[src/rtl/sfft_frame_capture_ctrl_if.sv]
// Bundle between the SFFT frame capture controller, the SFFT output mux, the
// ping-pong readout RAM and the host bus. decim exists only with SFFT_CAPTURE_DECIMATE_EN.
interface sfft_frame_capture_ctrl_if #(
  parameter int ADDR_WIDTH    = 7,
  parameter int BIN_WIDTH     = 32,
  parameter int COUNTER_WIDTH = 32,
  parameter int DROP_WIDTH    = 16
);
  logic                     frame_valid;
  logic [ADDR_WIDTH-1:0]    bin_idx;
  logic [BIN_WIDTH-1:0]     bin_data;
  logic                     wr_en;
  logic                     wr_bank;
  logic [ADDR_WIDTH-1:0]    wr_addr;
  logic [BIN_WIDTH-1:0]     wr_data;
  logic                     host_busy;
  logic                     rd_bank;
  logic [COUNTER_WIDTH-1:0] frame_count;
  logic [DROP_WIDTH-1:0]    dropped_count;
  logic                     capture_busy;
`ifdef SFFT_CAPTURE_DECIMATE_EN
  logic [3:0]               decim;
`endif

  // The capture controller drives the RAM write port and the published status.
  modport master (
`ifdef SFFT_CAPTURE_DECIMATE_EN
    input  decim,
`endif
    input  frame_valid, bin_data, host_busy,
    output bin_idx, wr_en, wr_bank, wr_addr, wr_data,
    output rd_bank, frame_count, dropped_count, capture_busy
  );

  modport slave (
`ifdef SFFT_CAPTURE_DECIMATE_EN
    output decim,
`endif
    output frame_valid, bin_data, host_busy,
    input  bin_idx, wr_en, wr_bank, wr_addr, wr_data,
    input  rd_bank, frame_count, dropped_count, capture_busy
  );
endinterface

[src/rtl/sfft_frame_capture_ctrl.sv]
// Copies one completed SFFT frame into a ping-pong RAM, one bin per cycle, and swaps
// banks only between host reads. Optional SFFT_CAPTURE_DECIMATE_EN captures every (decim+1)th frame.
module sfft_frame_capture_ctrl #(
  parameter int NFFT          = 128,
  parameter int ADDR_WIDTH    = 7,
  parameter int BIN_WIDTH     = 32,
  parameter int COUNTER_WIDTH = 32,
  parameter int DROP_WIDTH    = 16
) (
  input logic                       clk,
  input logic                       reset,
  sfft_frame_capture_ctrl_if.master bus
);

  typedef enum logic [1:0] {
    IDLE      = 2'd0,
    COPY      = 2'd1,
    WAIT_SWAP = 2'd2
  } state_e;

  localparam logic [ADDR_WIDTH-1:0] LAST_BIN = ADDR_WIDTH'(NFFT - 1);

  state_e                   state_q;
  logic                     fv_q;
  logic [ADDR_WIDTH-1:0]    bin_idx_q;
  logic                     wr_en_q;
  logic                     wr_bank_q;
  logic [ADDR_WIDTH-1:0]    wr_addr_q;
  logic [BIN_WIDTH-1:0]     wr_data_q;
  logic                     rd_bank_q;
  logic [COUNTER_WIDTH-1:0] frame_count_q;
  logic [DROP_WIDTH-1:0]    dropped_count_q;

  logic frame_edge;
  logic start_capture;

  assign frame_edge = bus.frame_valid & ~fv_q;

`ifdef SFFT_CAPTURE_DECIMATE_EN
  logic [3:0] skip_q;

  // >= rather than == so a decim lowered mid-count cannot strand the counter.
  assign start_capture = frame_edge && (skip_q >= bus.decim);

  always_ff @(posedge clk) begin
    if (reset) begin
      skip_q <= 4'd0;
    end else if (state_q == IDLE && frame_edge) begin
      skip_q <= start_capture ? 4'd0 : skip_q + 4'd1;
    end
  end
`else
  assign start_capture = frame_edge;
`endif

  // NOTE: all state here is written with <= so every register samples the
  // pre-edge values; blocking assignments would chain updates within one edge.
  always_ff @(posedge clk) begin
    if (reset) begin
      state_q         <= IDLE;
      fv_q            <= 1'b0;
      bin_idx_q       <= '0;
      wr_en_q         <= 1'b0;
      wr_bank_q       <= 1'b0;
      wr_addr_q       <= '0;
      wr_data_q       <= '0;
      rd_bank_q       <= 1'b0;
      frame_count_q   <= '0;
      dropped_count_q <= '0;
    end else begin
      fv_q    <= bus.frame_valid;
      wr_en_q <= 1'b0;

      unique case (state_q)
        IDLE: begin
          if (start_capture) begin
            state_q   <= COPY;
            bin_idx_q <= '0;
            wr_bank_q <= ~rd_bank_q;
          end
        end
        COPY: begin
          // Write is registered, so each bin lands one cycle after its index is presented.
          wr_en_q   <= 1'b1;
          wr_addr_q <= bin_idx_q;
          wr_data_q <= bus.bin_data;
          if (bin_idx_q == LAST_BIN) begin
            state_q <= WAIT_SWAP;
          end else begin
            bin_idx_q <= bin_idx_q + ADDR_WIDTH'(1);
          end
        end
        WAIT_SWAP: begin
          if (!bus.host_busy) begin
            rd_bank_q     <= ~rd_bank_q;
            frame_count_q <= frame_count_q + COUNTER_WIDTH'(1);
            state_q       <= IDLE;
          end
        end
        default: state_q <= IDLE;
      endcase

      // Any edge outside IDLE, including the swap cycle itself, is lost; count saturates.
      if (frame_edge && state_q != IDLE && dropped_count_q != '1) begin
        dropped_count_q <= dropped_count_q + DROP_WIDTH'(1);
      end
    end
  end

  assign bus.bin_idx       = bin_idx_q;
  assign bus.wr_en         = wr_en_q;
  assign bus.wr_bank       = wr_bank_q;
  assign bus.wr_addr       = wr_addr_q;
  assign bus.wr_data       = wr_data_q;
  assign bus.rd_bank       = rd_bank_q;
  assign bus.frame_count   = frame_count_q;
  assign bus.dropped_count = dropped_count_q;
  assign bus.capture_busy  = (state_q != IDLE);

endmodule

[src/flat_wrapper.sv]
// flat-port wrapper written by rule: the top's interface ports become plain ports
module sfft_frame_capture_ctrl_flat 
#(
  parameter int NFFT          = 128,
  parameter int ADDR_WIDTH    = 7,
  parameter int BIN_WIDTH     = 32,
  parameter int COUNTER_WIDTH = 32,
  parameter int DROP_WIDTH    = 16
)
  (clk, reset, bus_frame_valid, bus_bin_data, bus_host_busy, bus_bin_idx, bus_wr_en, bus_wr_bank, bus_wr_addr, bus_wr_data, bus_rd_bank, bus_frame_count, bus_dropped_count, bus_capture_busy);
  sfft_frame_capture_ctrl_if #(.ADDR_WIDTH(ADDR_WIDTH), .BIN_WIDTH(BIN_WIDTH), .COUNTER_WIDTH(COUNTER_WIDTH), .DROP_WIDTH(DROP_WIDTH)) bus_i ();
  input logic clk;
  input logic reset;
  input wire logic [$bits(bus_i.frame_valid)-1:0] bus_frame_valid;
  input wire logic [$bits(bus_i.bin_data)-1:0] bus_bin_data;
  input wire logic [$bits(bus_i.host_busy)-1:0] bus_host_busy;
  output wire logic [$bits(bus_i.bin_idx)-1:0] bus_bin_idx;
  output wire logic [$bits(bus_i.wr_en)-1:0] bus_wr_en;
  output wire logic [$bits(bus_i.wr_bank)-1:0] bus_wr_bank;
  output wire logic [$bits(bus_i.wr_addr)-1:0] bus_wr_addr;
  output wire logic [$bits(bus_i.wr_data)-1:0] bus_wr_data;
  output wire logic [$bits(bus_i.rd_bank)-1:0] bus_rd_bank;
  output wire logic [$bits(bus_i.frame_count)-1:0] bus_frame_count;
  output wire logic [$bits(bus_i.dropped_count)-1:0] bus_dropped_count;
  output wire logic [$bits(bus_i.capture_busy)-1:0] bus_capture_busy;
  assign bus_i.frame_valid = bus_frame_valid;
  assign bus_i.bin_data = bus_bin_data;
  assign bus_i.host_busy = bus_host_busy;
  assign bus_bin_idx = bus_i.bin_idx;
  assign bus_wr_en = bus_i.wr_en;
  assign bus_wr_bank = bus_i.wr_bank;
  assign bus_wr_addr = bus_i.wr_addr;
  assign bus_wr_data = bus_i.wr_data;
  assign bus_rd_bank = bus_i.rd_bank;
  assign bus_frame_count = bus_i.frame_count;
  assign bus_dropped_count = bus_i.dropped_count;
  assign bus_capture_busy = bus_i.capture_busy;
  sfft_frame_capture_ctrl #(.NFFT(NFFT), .ADDR_WIDTH(ADDR_WIDTH), .BIN_WIDTH(BIN_WIDTH), .COUNTER_WIDTH(COUNTER_WIDTH), .DROP_WIDTH(DROP_WIDTH)) u_core (.clk(clk), .reset(reset), .bus(bus_i));
endmodule
[config.mk]
export PLATFORM = sky130hd
export DESIGN_NAME = sfft_frame_capture_ctrl_flat
export DESIGN_NICKNAME = d
export VERILOG_FILES = /design/src/rtl/sfft_frame_capture_ctrl_if.sv /design/src/rtl/sfft_frame_capture_ctrl.sv /design/src/flat_wrapper.sv
export SDC_FILE = /design/constraint.sdc
export NUM_CORES = 1
export LEC_CHECK = 0
export CAP_MARGIN = 25
export CORE_AREA = 2 2 77 134
export CTS_BUF_LIST = sky130_fd_sc_hd__clkbuf_2 sky130_fd_sc_hd__clkbuf_4 sky130_fd_sc_hd__clkbuf_8
export CTS_CLUSTER_DIAMETER = 50
export CTS_CLUSTER_SIZE = 25
export DETAILED_ROUTE_END_ITERATION = 8
export DIE_AREA = 0 0 79 136
export GPL_TIMING_DRIVEN = 0
export PLACE_DENSITY = 0.77
export SLEW_MARGIN = 20
export SYNTH_ARGS = -nofsm -noshare
export SYNTH_HDL_FRONTEND = slang
export SYNTH_SLANG_ARGS = --single-unit
[constraint.sdc]
create_clock -name clk -period 2.2 [get_ports clk]
set_input_delay 0.22 -clock clk [delete_from_list [all_inputs] [get_ports clk]]
set_output_delay 0.22 -clock clk [all_outputs]
set_load 0.01 [all_outputs]
== After elaboration in Yosys (flattened, before gate mapping) ==
Cells that the tools add are included.

* Bitwise gates (word level): 4
* Add/sub/neg operators: 3
* Reduce and logical (&&, ||, !) cells: 9
* Muxes and demuxes: 8
* Eq/ne operators: 8

{| class="wikitable"
|+ Operators with widths
! cell !! count
|-
| 32-bit by 1-bit adder with 32-bit output (second input constant) || 1
|-
| 16-bit by 1-bit adder with 16-bit output (second input constant) || 1
|-
| 16-bit != test (second input constant) || 1
|-
| 7-bit two-way mux || 2
|-
| 7-bit case mux with 2 select lines || 1
|-
| 7-bit by 1-bit adder with 7-bit output (second input constant) || 1
|-
| 7-bit == test (second input constant) || 1
|-
| 2-bit two-way mux || 3
|-
| 2-bit case mux with 3 select lines || 1
|-
| 3-bit AND reduction || 2
|-
| 2-bit by 1-bit != test with 1-bit output (second input constant) || 2
|-
| 2-bit != test (second input constant) || 2
|-
| 2-bit AND reduction || 2
|-
| 2-bit nonzero test || 2
|-
| 1-bit inverter || 3
|-
| 2-bit by 1-bit == test with 1-bit output (second input constant) || 1
|-
| 2-bit == test (second input constant) || 1
|-
| 1-bit logical AND || 2
|-
| 2-bit zero test || 1
|-
| 1-bit bitwise AND || 1
|-
| 1-bit two-way mux || 1
|}

* Input bits: 36
* Register bits after elaboration: 100
* Output and inout bits: 98
* Logic and storage cells: 42

== Longest topological paths before layout ==
Gate-level depths: netlist of run 1.

* Word-level depth: 4
* Gate-level depth with buffers: 7
* Mapped depth without buffers: 5

== Worst setup path before layout of run 1 ==
Ideal clock, no wire load.

* Path type: register -> register
* Start point: reg u_core.dropped_count_q[0], in the netlist u_core.bus.dropped_count[0]
* End point: reg u_core.dropped_count_q[10], in the netlist u_core.bus.dropped_count[10]
* Stages on the path, launching flop included: 6
* Path buffers: 0
* Path slack: 0.350 ns
* Data required time: 2.077 ns
* Arrival: 1.727 ns
* Library setup time: 0.123 ns
* Period minus slack after synthesis: 1.850 ns
* Cell sequence: dfxtp_1 ha_1 nand3b_1 or4_4 nor3_1 mux2_1

* Word-level cells in the longest chain between the ends: 2
* Elaborated cells on any way between the ends: 3
* Those cells by class: add/sub (1); eq/ne (1); reduce/logical (1)

{| class="wikitable"
|+ RTL lines
! item !! RTL line !! RTL
|-
| start: declaration || sfft_frame_capture_ctrl.sv:32 || <nowiki>logic [DROP_WIDTH-1:0] dropped_count_q;</nowiki>
|-
| start signal: assignment || sfft_frame_capture_ctrl.sv:105 || <nowiki>dropped_count_q <= dropped_count_q + DROP_WIDTH'(1);</nowiki>
|-
| branches (longest 2 deep; another with 16-bit by 1-bit adder with 16-bit output) || -- ||
|}

Several ways; the timed one is not identified.
A chain may end at the register's enable or synchronous reset.

== Worst setup path in the final report of run 1 ==
* Start point: reg u_core.state_q[1]
* End point: reg u_core.frame_count_q[27], in the netlist u_core.bus.frame_count[27]

* Word-level cells in the longest chain between the ends: 2

{| class="wikitable"
|+ RTL lines
! item !! RTL line !! RTL
|-
| start: declaration || sfft_frame_capture_ctrl.sv:23 || <nowiki>state_e state_q;</nowiki>
|-
| start signal: assignment || sfft_frame_capture_ctrl.sv:60 || <nowiki>state_q <= IDLE;</nowiki>
|-
| start signal: assignment || sfft_frame_capture_ctrl.sv:77 || <nowiki>state_q <= COPY;</nowiki>
|-
| start signal: assignment || sfft_frame_capture_ctrl.sv:88 || <nowiki>state_q <= WAIT_SWAP;</nowiki>
|-
| 2-bit == test || sfft_frame_capture_ctrl.sv:74 || <nowiki>unique case (state_q)</nowiki>
|-
| 2-bit AND reduction (no line) || -- ||
|-
| end signal: assignment || sfft_frame_capture_ctrl.sv:96 || <nowiki>frame_count_q <= frame_count_q + COUNTER_WIDTH'(1);</nowiki>
|-
| end: declaration || sfft_frame_capture_ctrl.sv:31 || <nowiki>logic [COUNTER_WIDTH-1:0] frame_count_q;</nowiki>
|}

Every way passes these cells.

==> flow_metrics.tcl, run 1 <==
set metrics [dict create \
    peakVddDrop_mv 0.320 \
    clk_latency_ns 0.36 \
    synth.cells.most_frequent "nand2_1 (102), dfxtp_1 (100), a21oi_1 (67), nor2_1 (29), clkbuf_1 (22)" \
    synth_async_sr_flop_share_pct 0 \
    cp_data_arrival_time_ns 2.27 \
    critPathLaunch "u_core.state_q[1]" \
    htreeDepth 3 \
    period_needed_ns 2.05 \
    postCtsSetupRepairBufs 0 \
    timing.fmax_mhz 488 \
    synthToLayoutAreaGrowth_pct 40.0 \
    ys_warn_count 0 \
    min_from "bus_bin_data[20]" \
    critical_path_class "reg2reg" \
    r2r-end "u_core.bus.frame_count[27]" \
    vias 4316 \
    yosys.cell_types.count 45 \
    cp_max_fo 10 \
    synth_cells 514 \
    crit_path_start_kind "flop" \
    p_leak_nw 1.97 \
    grt_max_degree 16 \
    yosys.area.top_type_share_pct 46.9 \
    antenna_found_initial 0 \
    whs_endpoint "u_core.bus.wr_data[20]" \
    layout-drive-gt1-share_pct 5.13 \
    first_pass_iters 5 \
    status "finished clean" \
    via_per_inst 5.48 \
    first_iter_violations 264 \
    gr-total-overflow 0 \
    hp-class "in2reg" \
    routedWlPerCell_um 15.3 \
    die_h_um 136 \
    drc 0 \
    dpl.hpwl_mm 9.04 \
    finalClockSkew_ns 0.00747 \
    place.port_buffers 133 \
    routed_wl_mm 12.1 \
    rsz0062_at_grt "no" \
    tightest_slew_ns 0.616 \
    die_area_sq_mm 0.0107 \
    cts-root-buf "clkbuf_8" \
    die_x_um 79 \
    layout.nets 697 \
    grt_pass1_wl_mm 19.0 \
    finalMaxSlewViolations 0 \
    min_path_cells 3 \
    relSlewSlack_pct 59.0 \
    globalplace.congestion 0.854 \
    postCtsHoldBufs 0 \
    dpl_cell_area_sq_mm 0.00576 \
    maxCapViolations 0 \
    clkTransAtPathRegs_ns 0.09 \
    reg2regPathDepth 7 \
    rr_startpoint "u_core.state_q[1]" \
    end_kind "flop" \
    clkSinkCount 100 \
    yosysSeqAreaShare_pct 46.9 \
    power_density_mw_per_mm2 584 \
    syn_area_sq_mm 0.00427 \
    num_antenna_cells 0 \
    cts_buffers 9 \
    initial_core_util_pct 43.9 \
    clock_path_buffers 2 \
    final_area_sq_mm 0.00598 \
    final_antenna_net_count 0 \
    netlist_top_cells_area "dfxtp_1 (47%), nand2_1 (9.0%), a21oi_1 (7.9%), or4_1 (2.8%), nor2_1 (2.5%)" \
    yosysMostFrequentCell "nand2_1" \
    cts_resized 0 \
    finalHoldViolCount 0 \
    final_core_util_pct 61.5 \
    ioPinCount 134 \
    yosys.area.top_type "dfxtp_1" \
    fin_crit_sh_pct 93.1 \
    postSynthAreaPerCell_sq_um 8.31 \
    ff2ff_setup_slack_ns 0.15 \
    worstPathRequired_ns 2.43 \
    grt_pass1_vias 4161 \
    synth-seq-cells 100 \
    coreArea_sq_mm 0.00973 \
    rows 48 \
    tritoncts "done" \
    setup_viol 0 \
    grt_usage_pct 22.1 \
    synth_nets 553 \
    synth_ff_type "dfxtp_1" \
    synth_edf_count 0 \
]
[how the worst max path moves through the flow]
stage | to | slack, ns | depth (start not counted)
4_1_cts | u_core.bus.frame_count[23] | 0.17 | 7
6_report | u_core.bus.frame_count[27] | 0.15 | 7
3_3_place_gp | u_core.state_q[1] | -0.18 | 5
2_1_floorplan | u_core.bus.dropped_count[10] | 0.35 | 5
5_1_grt | u_core.bus.frame_count[25] | 0.02 | 7
3_5_place_dp | u_core.bus.wr_addr[2] | -0.18 | 5
[per-layer routing]
metal / vias up / part of all wire [%] / global-route usage (%) / routed length (um)
li1: 2124 / - / - / -
met4: 0 / 2.2 / 10.7 / 261
met1: 2075 / 38 / 23.4 / 4630
met2: 101 / 56 / 42.0 / 6780
met3: 16 / 3.2 / 2.79 / 390
met5: - / 0 / 0 / 0
[registers in the layout, summed over array words and instances, names as in the netlist]
signal and count:
u_core.bus.frame_count 32, u_core.bus.wr_data 32, u_core.bus.dropped_count 16, u_core.bus.bin_idx 7, u_core.bus.wr_addr 7, u_core.state_q 2, u_core.bus.rd_bank 1, u_core.bus.wr_bank 1
u_core.bus.wr_en 1, u_core.fv_q 1
[area by class of cell]
cell class	count	area, sq um
fillers	884	3750
plain buffers	28	110
inverters	10	37.5
well taps	125	156
flip-flops and latches	100	2000
clock buffers	13	179
multi-input cells	376	2120
repair buffers	133	1330
clock inverters	3	42.5
[cell families (layout without fill, tap and decap cells)]
logic type,Yosys count,count (layout),synth area share [%]
xor+xnor,11,11,2.26
flops,100,100,46.9
buf+inv,38,187,3.46
mux,12,12,3.05
compound gates,109,109,14.9
simple gates,241,241,28.6
fa+ha+maj,3,3,0.879
[per-stage QoR]
stage | power [mW] | TNS, ns | cells | setup slack (ns) | hold slack, ns
6_report | 3.49 | 0 | 788 | 0.152 | 0.404
3_5_place_dp | 2.27 | -5.61 | 772 | -0.181 | 0.447
3_3_place_gp | 2.26 | -6.21 | 772 | -0.179 | 0.441
4_1_cts | 3.53 | 0 | 788 | 0.168 | 0.382
5_1_grt | 3.61 | 0 | 788 | 0.0162 | 0.402
2_1_floorplan | 2.07 | 0 | 514 | 0.350 | 0.348
[worst max-delay path: stages, from the launching register on]
cell and delay [ns]:
dfxtp_1 0.32, buf_4 0.16, nor3b_4 0.30, nand4_2 0.25, buf_2 0.24, clkbuf_1 0.25, o31ai_1 0.30, a21oi_1 0.09
[where the power goes]
part	internal (mW)	switching, mW	leakage [nW]
registers	1.85	0.0279	0.810
clock network	0.649	0.615	0.112
logic	0.171	0.174	1.05
[cell usage in the layout (no fill, tap or decap), types with 14 or more instances in the layout]
cell type        instances
o31ai_1                 14
nand3_1                 18
dfxtp_1                100
nor2_1                  29
nand2_1                102
clkbuf_1                22
clkdlybuf4s50_1        133
or4_1                   16
nand4_1                 15
a21oi_1                 67
No activity file was read; power rests on OpenSTA's default activity.
==> inputs of run 2 (changes only) <==
--- a/config.mk
+++ b/config.mk
@@ -6,15 +6,14 @@
 export NUM_CORES = 1
 export LEC_CHECK = 0
 export CAP_MARGIN = 25
-export CORE_AREA = 2 2 77 134
+export CORE_AREA = 8 8 83 140
 export CTS_BUF_LIST = sky130_fd_sc_hd__clkbuf_2 sky130_fd_sc_hd__clkbuf_4 sky130_fd_sc_hd__clkbuf_8
 export CTS_CLUSTER_DIAMETER = 50
 export CTS_CLUSTER_SIZE = 25
 export DETAILED_ROUTE_END_ITERATION = 8
-export DIE_AREA = 0 0 79 136
+export DIE_AREA = 0 0 91 148
 export GPL_TIMING_DRIVEN = 0
 export PLACE_DENSITY = 0.77
-export SLEW_MARGIN = 20
 export SYNTH_ARGS = -nofsm -noshare
 export SYNTH_HDL_FRONTEND = slang
 export SYNTH_SLANG_ARGS = --single-unit
==> constraint.sdc (replaced) <==
create_clock -name clk -period 2 [get_ports clk]
set_input_delay 0.2 -clock clk [delete_from_list [all_inputs] [get_ports clk]]
set_output_delay 0.2 -clock clk [all_outputs]
set_load 0.01 [all_outputs]
==> flow_metrics.tcl, run 2 (same netlist as run 1, synthesis figures left out) <==
set metrics [dict create \
    crit_family "simple AND/OR/NAND/NOR gates" \
    die_area_sq_mm 0.0135 \
    rr_startpoint "u_core.bus.dropped_count[1]" \
    power_density_mw_per_mm2 661 \
    crit_path_start_kind "flop" \
    antenna_found_initial 0 \
    whs_endpoint "u_core.bus.wr_data[27]" \
    rows 48 \
    routedWlPerCell_um 16.2 \
    postCtsHoldBufs 0 \
    ioPinCount 134 \
    num_antenna_cells 0 \
    finalClockSkew_ns 0.0104 \
    clkTransAtPathRegs_ns 0.10 \
    grt_max_degree 17 \
    setup_viol 0 \
    peakVddDrop_mv 0.387 \
    clk_latency_ns 0.37 \
    drc 0 \
    reg2regPathDepth 5 \
    worstPathRequired_ns 2.30 \
    critPathLaunch "u_core.bus.dropped_count[1]" \
    final_common_cell "clkdlybuf4s50_1" \
    place.port_buffers 133 \
    fin_crit_sh_pct 96.2 \
    grt_usage_pct 18.6 \
    cp_num_buf_inv 0 \
    min_path_cells 3 \
    clkSinkCount 100 \
    cts-root-buf "clkbuf_8" \
    die_h_um 148 \
    r2r-end "u_core.bus.dropped_count[14]" \
    first_pass_iters 5 \
    timing.fmax_mhz 520 \
    cts_buffers 9 \
    p_leak_nw 2.04 \
    initial_core_util_pct 43.9 \
    synthToLayoutAreaGrowth_pct 42.6 \
    cp_data_arrival_time_ns 2.23 \
    critical_path_class "reg2reg" \
    cp_max_fo 5 \
    rsz0062_at_grt "yes" \
    ff2ff_setup_slack_ns 0.08 \
    final_antenna_net_count 0 \
    maxCapViolations 0 \
    path_cells "ha_2 -> nand3b_1 -> or4_4 -> or4_1 -> a21oi_1" \
    coreArea_sq_mm 0.00973 \
    grt_pass1_wl_mm 20.4 \
    vias 4306 \
    finalMaxSlewViolations 0 \
    htreeDepth 3 \
    clock_path_buffers 2 \
    status "finished clean" \
    first_iter_violations 166 \
    final_core_util_pct 62.6 \
    dp.cells 772 \
    final_cell_mix "clkdlybuf4s50_1 (133), nand2_1 (102), dfxtp_1 (98)" \
    gr-total-overflow 0 \
    globalplace.congestion 0.849 \
    cpPeakStageDelay_ns 0.55 \
    tritoncts "done" \
    finalHoldViolCount 0 \
    end_kind "flop" \
    tightest_slew_ns 0.547 \
    period_needed_ns 1.92 \
    min_from "bus_bin_data[27]" \
    routed_wl_mm 12.8 \
    die_x_um 91 \
    relSlewSlack_pct 63.2 \
    layout.cells.non_filler 791 \
    layout.nets 700 \
    n_fill_cell 857 \
    dpl.hpwl_mm 9.69 \
    critPathSlowestCell "or4_4" \
    layout-drive-gt1-share_pct 7.36 \
    hp-class "in2reg" \
    grt_pass1_vias 4127 \
    via_per_inst 5.44 \
]
-- run 2: changes by cell type in the layout (fill, tap and decap cells not counted), moves of 3 or more --
cell      change
clkbuf_8      -3
clkbuf_1      -4
clkbuf_2      +4
buf_4         +5
-- run 2: worst max path at each step --
| stage | to | depth (start not counted) |
|---|---|---|
| 2_1_floorplan | u_core.bus.dropped_count[10] | 5 |
| 3_3_place_gp | u_core.bus.frame_count[25] | 5 |
| 3_5_place_dp | u_core.bus.dropped_count[8] | 5 |
| 4_1_cts | u_core.bus.dropped_count[8] | 5 |
| 5_1_grt | u_core.bus.dropped_count[14] | 5 |
| 6_report | u_core.bus.dropped_count[14] | 5 |
-- run 2: final cells by class --
type / instances / area, sq um / area share (%)
Multi-Input combinational cell: 376 / 2170 / 35.6
Sequential cell: 100 / 2000 / 32.9
Timing Repair Buffer: 136 / 1350 / 22.2
Tap cell: 125 / 156 / 2.57
Clock buffer: 10 / 138 / 2.26
Buffer: 28 / 121 / 1.99
Clock inverter: 6 / 111 / 1.83
Inverter: 10 / 37.5 / 0.616
-- run 2: where the power goes --
part	total (mW)	internal, mW	switching, mW
clock	1.58	0.865	0.710
combinational	0.382	0.189	0.193
sequential	2.07	2.04	0.0301
-- run 2: metrics by stage --
stage | power [mW] | instance area, sq um | hold WS [ns] | setup TNS (ns) | worst slack (ns)
after detailed placement | 2.50 | 5760 | 0.446 | -20.83 | -0.379
final | 4.03 | 6090 | 0.366 | 0 | 0.0768
after global placement | 2.49 | 5760 | 0.441 | -19.59 | -0.359
after global routing | 4.18 | 6090 | 0.360 | -0.0123 | -0.00586
after CTS | 4.06 | 6020 | 0.355 | 0 | 0.00932
after floorplan | 2.28 | 4270 | 0.328 | 0 | 0.150
-- run 2: timing repair --
item	CTS	global route
setup endpoints to repair	3	71
gates resized for setup	2	22
setup buffers	0	3
pin swaps	0	2
-- run 2: metal layers --
layer | vias up | global-route usage (%) | routed length (um)
met5 | - | 0 | 0
met4 | 0 | 10.6 | 326
met3 | 25 | 3.40 | 600
met2 | 118 | 35.0 | 7080
met1 | 2036 | 18.4 | 4810
li1 | 2127 | - | -
-- run 2: worst register-to-register path: stages, from the launching register on --
cell and delay [ns]:
dfxtp_2 0.38, ha_2 0.23, nand3b_1 0.11, or4_4 0.55, or4_1 0.42, a21oi_1 0.16
==> inputs of run 3 (changes only) <==
--- a/config.mk
+++ b/config.mk
@@ -6,14 +6,14 @@
 export NUM_CORES = 1
 export LEC_CHECK = 0
 export CAP_MARGIN = 25
-export CORE_AREA = 8 8 83 140
+export CORE_AREA = 4 4 79 136
 export CTS_BUF_LIST = sky130_fd_sc_hd__clkbuf_2 sky130_fd_sc_hd__clkbuf_4 sky130_fd_sc_hd__clkbuf_8
 export CTS_CLUSTER_DIAMETER = 50
 export CTS_CLUSTER_SIZE = 25
 export DETAILED_ROUTE_END_ITERATION = 8
-export DIE_AREA = 0 0 91 148
+export DIE_AREA = 0 0 83 140
 export GPL_TIMING_DRIVEN = 0
-export PLACE_DENSITY = 0.77
+export PLACE_DENSITY = 0.78
 export SYNTH_ARGS = -nofsm -noshare
 export SYNTH_HDL_FRONTEND = slang
 export SYNTH_SLANG_ARGS = --single-unit
==> flow_metrics.tcl, run 3 (same netlist as run 1, synthesis figures left out) <==
set metrics [dict create \
    initial_core_util_pct 43.9 \
    grt_pass1_vias 4301 \
    critPathLaunch "u_core.bus.dropped_count[1]" \
    coreArea_sq_mm 0.00973 \
    cp.depth 5 \
    clock_path_buffers 2 \
    htreeDepth 3 \
    fin_crit_sh_pct 96.3 \
    final_core_util_pct 62.6 \
    crit_path_start_kind "flop" \
    peakVddDrop_mv 0.445 \
    rows 48 \
    grt_usage_pct 21.0 \
    cp_max_fo 5 \
    globalplace.congestion 0.855 \
    finalPower_mw 3.89 \
    worstPathRequired_ns 2.30 \
    maxCapViolations 0 \
    die_h_um 140 \
    crit_family "simple AND/OR/NAND/NOR gates" \
    routed_wl_mm 12.3 \
    hp-class "in2reg" \
    dpl.hpwl_mm 9.41 \
    p_clk_share_pct 36.9 \
    cts_buffers 9 \
    cp_num_buf_inv 0 \
    cp_data_arrival_time_ns 2.22 \
    layout-drive-gt1-share_pct 7.80 \
    die_x_um 83 \
    period_needed_ns 1.93 \
    p_leak_nw 2.03 \
    ioPinCount 134 \
    end_kind "flop" \
    num_antenna_cells 0 \
    power_density_mw_per_mm2 638 \
    switching_power_mw 0.919 \
    clkTransAtPathRegs_ns 0.10 \
    cts-root-buf "clkbuf_8" \
    final_area_sq_mm 0.00609 \
    grt_max_degree 17 \
    dp.cells 772 \
    first_pass_iters 4 \
    layout.nets 701 \
    cpPeakStageDelay_ns 0.54 \
    die_area_sq_mm 0.0116 \
    relSlewSlack_pct 61.1 \
    clkSinkCount 100 \
    via_per_inst 5.45 \
    critPathSlowestCell "or4_4" \
    cp-endpoint "u_core.bus.dropped_count[14]" \
    grt_pass1_wl_mm 20.2 \
    dpl_cell_area_sq_mm 0.00576 \
    seq_power_share_pct 53.3 \
    layout.cells.non_filler 792 \
    final_antenna_net_count 0 \
    finalMaxSlewViolations 0 \
    finalClockSkew_ns 0.00757 \
    final_cell_mix "clkdlybuf4s50_1 (133), nand2_1 (102), dfxtp_1 (97)" \
    reg2regPathDepth 5 \
    combPwrFrac_pct 9.8 \
    setup_viol 0 \
    tightest_slew_ns 0.583 \
    path_cells "ha_2 -> nand3b_1 -> or4_4 -> or4_1 -> a21oi_2" \
    tritoncts "done" \
    clk_latency_ns 0.37 \
    p_sw_share_pct 23.6 \
    routedWlPerCell_um 15.6 \
    ff2ff_setup_slack_ns 0.07 \
    rsz0062_at_grt "yes" \
    synthToLayoutAreaGrowth_pct 42.6 \
    antenna_found_initial 0 \
    timing.fmax_mhz 519 \
    place.port_buffers 133 \
    gr-total-overflow 0 \
    status "finished clean" \
    finalHoldViolCount 0 \
    critical_path_class "reg2reg" \
    final_common_cell "clkdlybuf4s50_1" \
    first_iter_violations 239 \
    rr_startpoint "u_core.bus.dropped_count[1]" \
    p_int_mw 2.97 \
    r2r-end "u_core.bus.dropped_count[14]" \
    drc 0 \
    vias 4319 \
]
## run 3: cell types whose count changed in the layout (fill, tap and decap cells not counted), sizes merged
cell	previous run	this run
bufinv	3	2
inv	10	11
buf	9	11
clkbuf	32	31
## run 3: power groups by stage
stage	clock (mW)	combinational (mW)	sequential, mW
2_1_floorplan	0	0.144	2.13
3_3_place_gp	0	0.375	2.11
3_5_place_dp	0	0.383	2.11
4_1_cts	1.47	0.384	2.07
5_1_grt	1.55	0.418	2.08
6_report	1.43	0.382	2.07
## run 3: how the worst min path moves through the flow
stage,startpoint,to,slack [ns],cells past startpoint
2_1_floorplan,bus_frame_valid,u_core.fv_q,0.33,1
3_3_place_gp,u_core.bus.wr_data[4],u_core.bus.wr_data[4],0.44,2
3_5_place_dp,u_core.bus.wr_data[4],u_core.bus.wr_data[4],0.45,2
4_1_cts,bus_bin_data[4],u_core.bus.wr_data[4],0.36,3
5_1_grt,bus_bin_data[30],u_core.bus.wr_data[30],0.37,3
6_report,bus_bin_data[2],u_core.bus.wr_data[2],0.37,3
## run 3: metal layers
metal | wire (um) | vias to the layer above | part of all wire, % | global-route usage (%)
li1 | - | 2127 | - | -
met1 | 4660 | 2032 | 38 | 21.9
met2 | 6720 | 124 | 54 | 39.2
met3 | 459 | 36 | 3.7 | 3.35
met4 | 498 | 0 | 4.0 | 12.1
met5 | 0 | - | 0 | 0
## run 3: worst reg2reg max path: stages (launching register included)
cell	delay, ns
dfxtp_2	0.37
ha_2	0.23
nand3b_1	0.11
or4_4	0.54
or4_1	0.44
a21oi_2	0.16
## run 3: timing repair
| action | in CTS | in global routing |
|---|---|---|
| hold buffers | 0 | 0 |
| setup buffers | 0 | 4 |
| cloned | 0 | 0 |
| pin swaps | 0 | 1 |
| gates resized for setup | 3 | 21 |
| setup endpoints to repair | 8 | 64 |
## run 3: metrics by stage
step | hold WS, ns | setup TNS, ns | worst slack (ns)
final | 0.371 | 0 | 0.0749
after global placement | 0.441 | -18.98 | -0.329
after floorplan | 0.328 | 0 | 0.150
after detailed placement | 0.448 | -20.01 | -0.358
after CTS | 0.355 | 0 | 0.00336
after global routing | 0.371 | -0.0348 | -0.0166
## run 3: cell type report
| cell class | count | area, sq um |
|---|---|---|
| sequential | 100 | 2010 |
| clock inverter | 6 | 86.3 |
| tap | 125 | 156 |
| buffer | 28 | 124 |
| multi-input combinational | 376 | 2180 |
| inverter | 10 | 37.5 |
| timing repair buffer | 137 | 1360 |
| clock buffer | 10 | 138 |
| fill | 872 | 3640 |
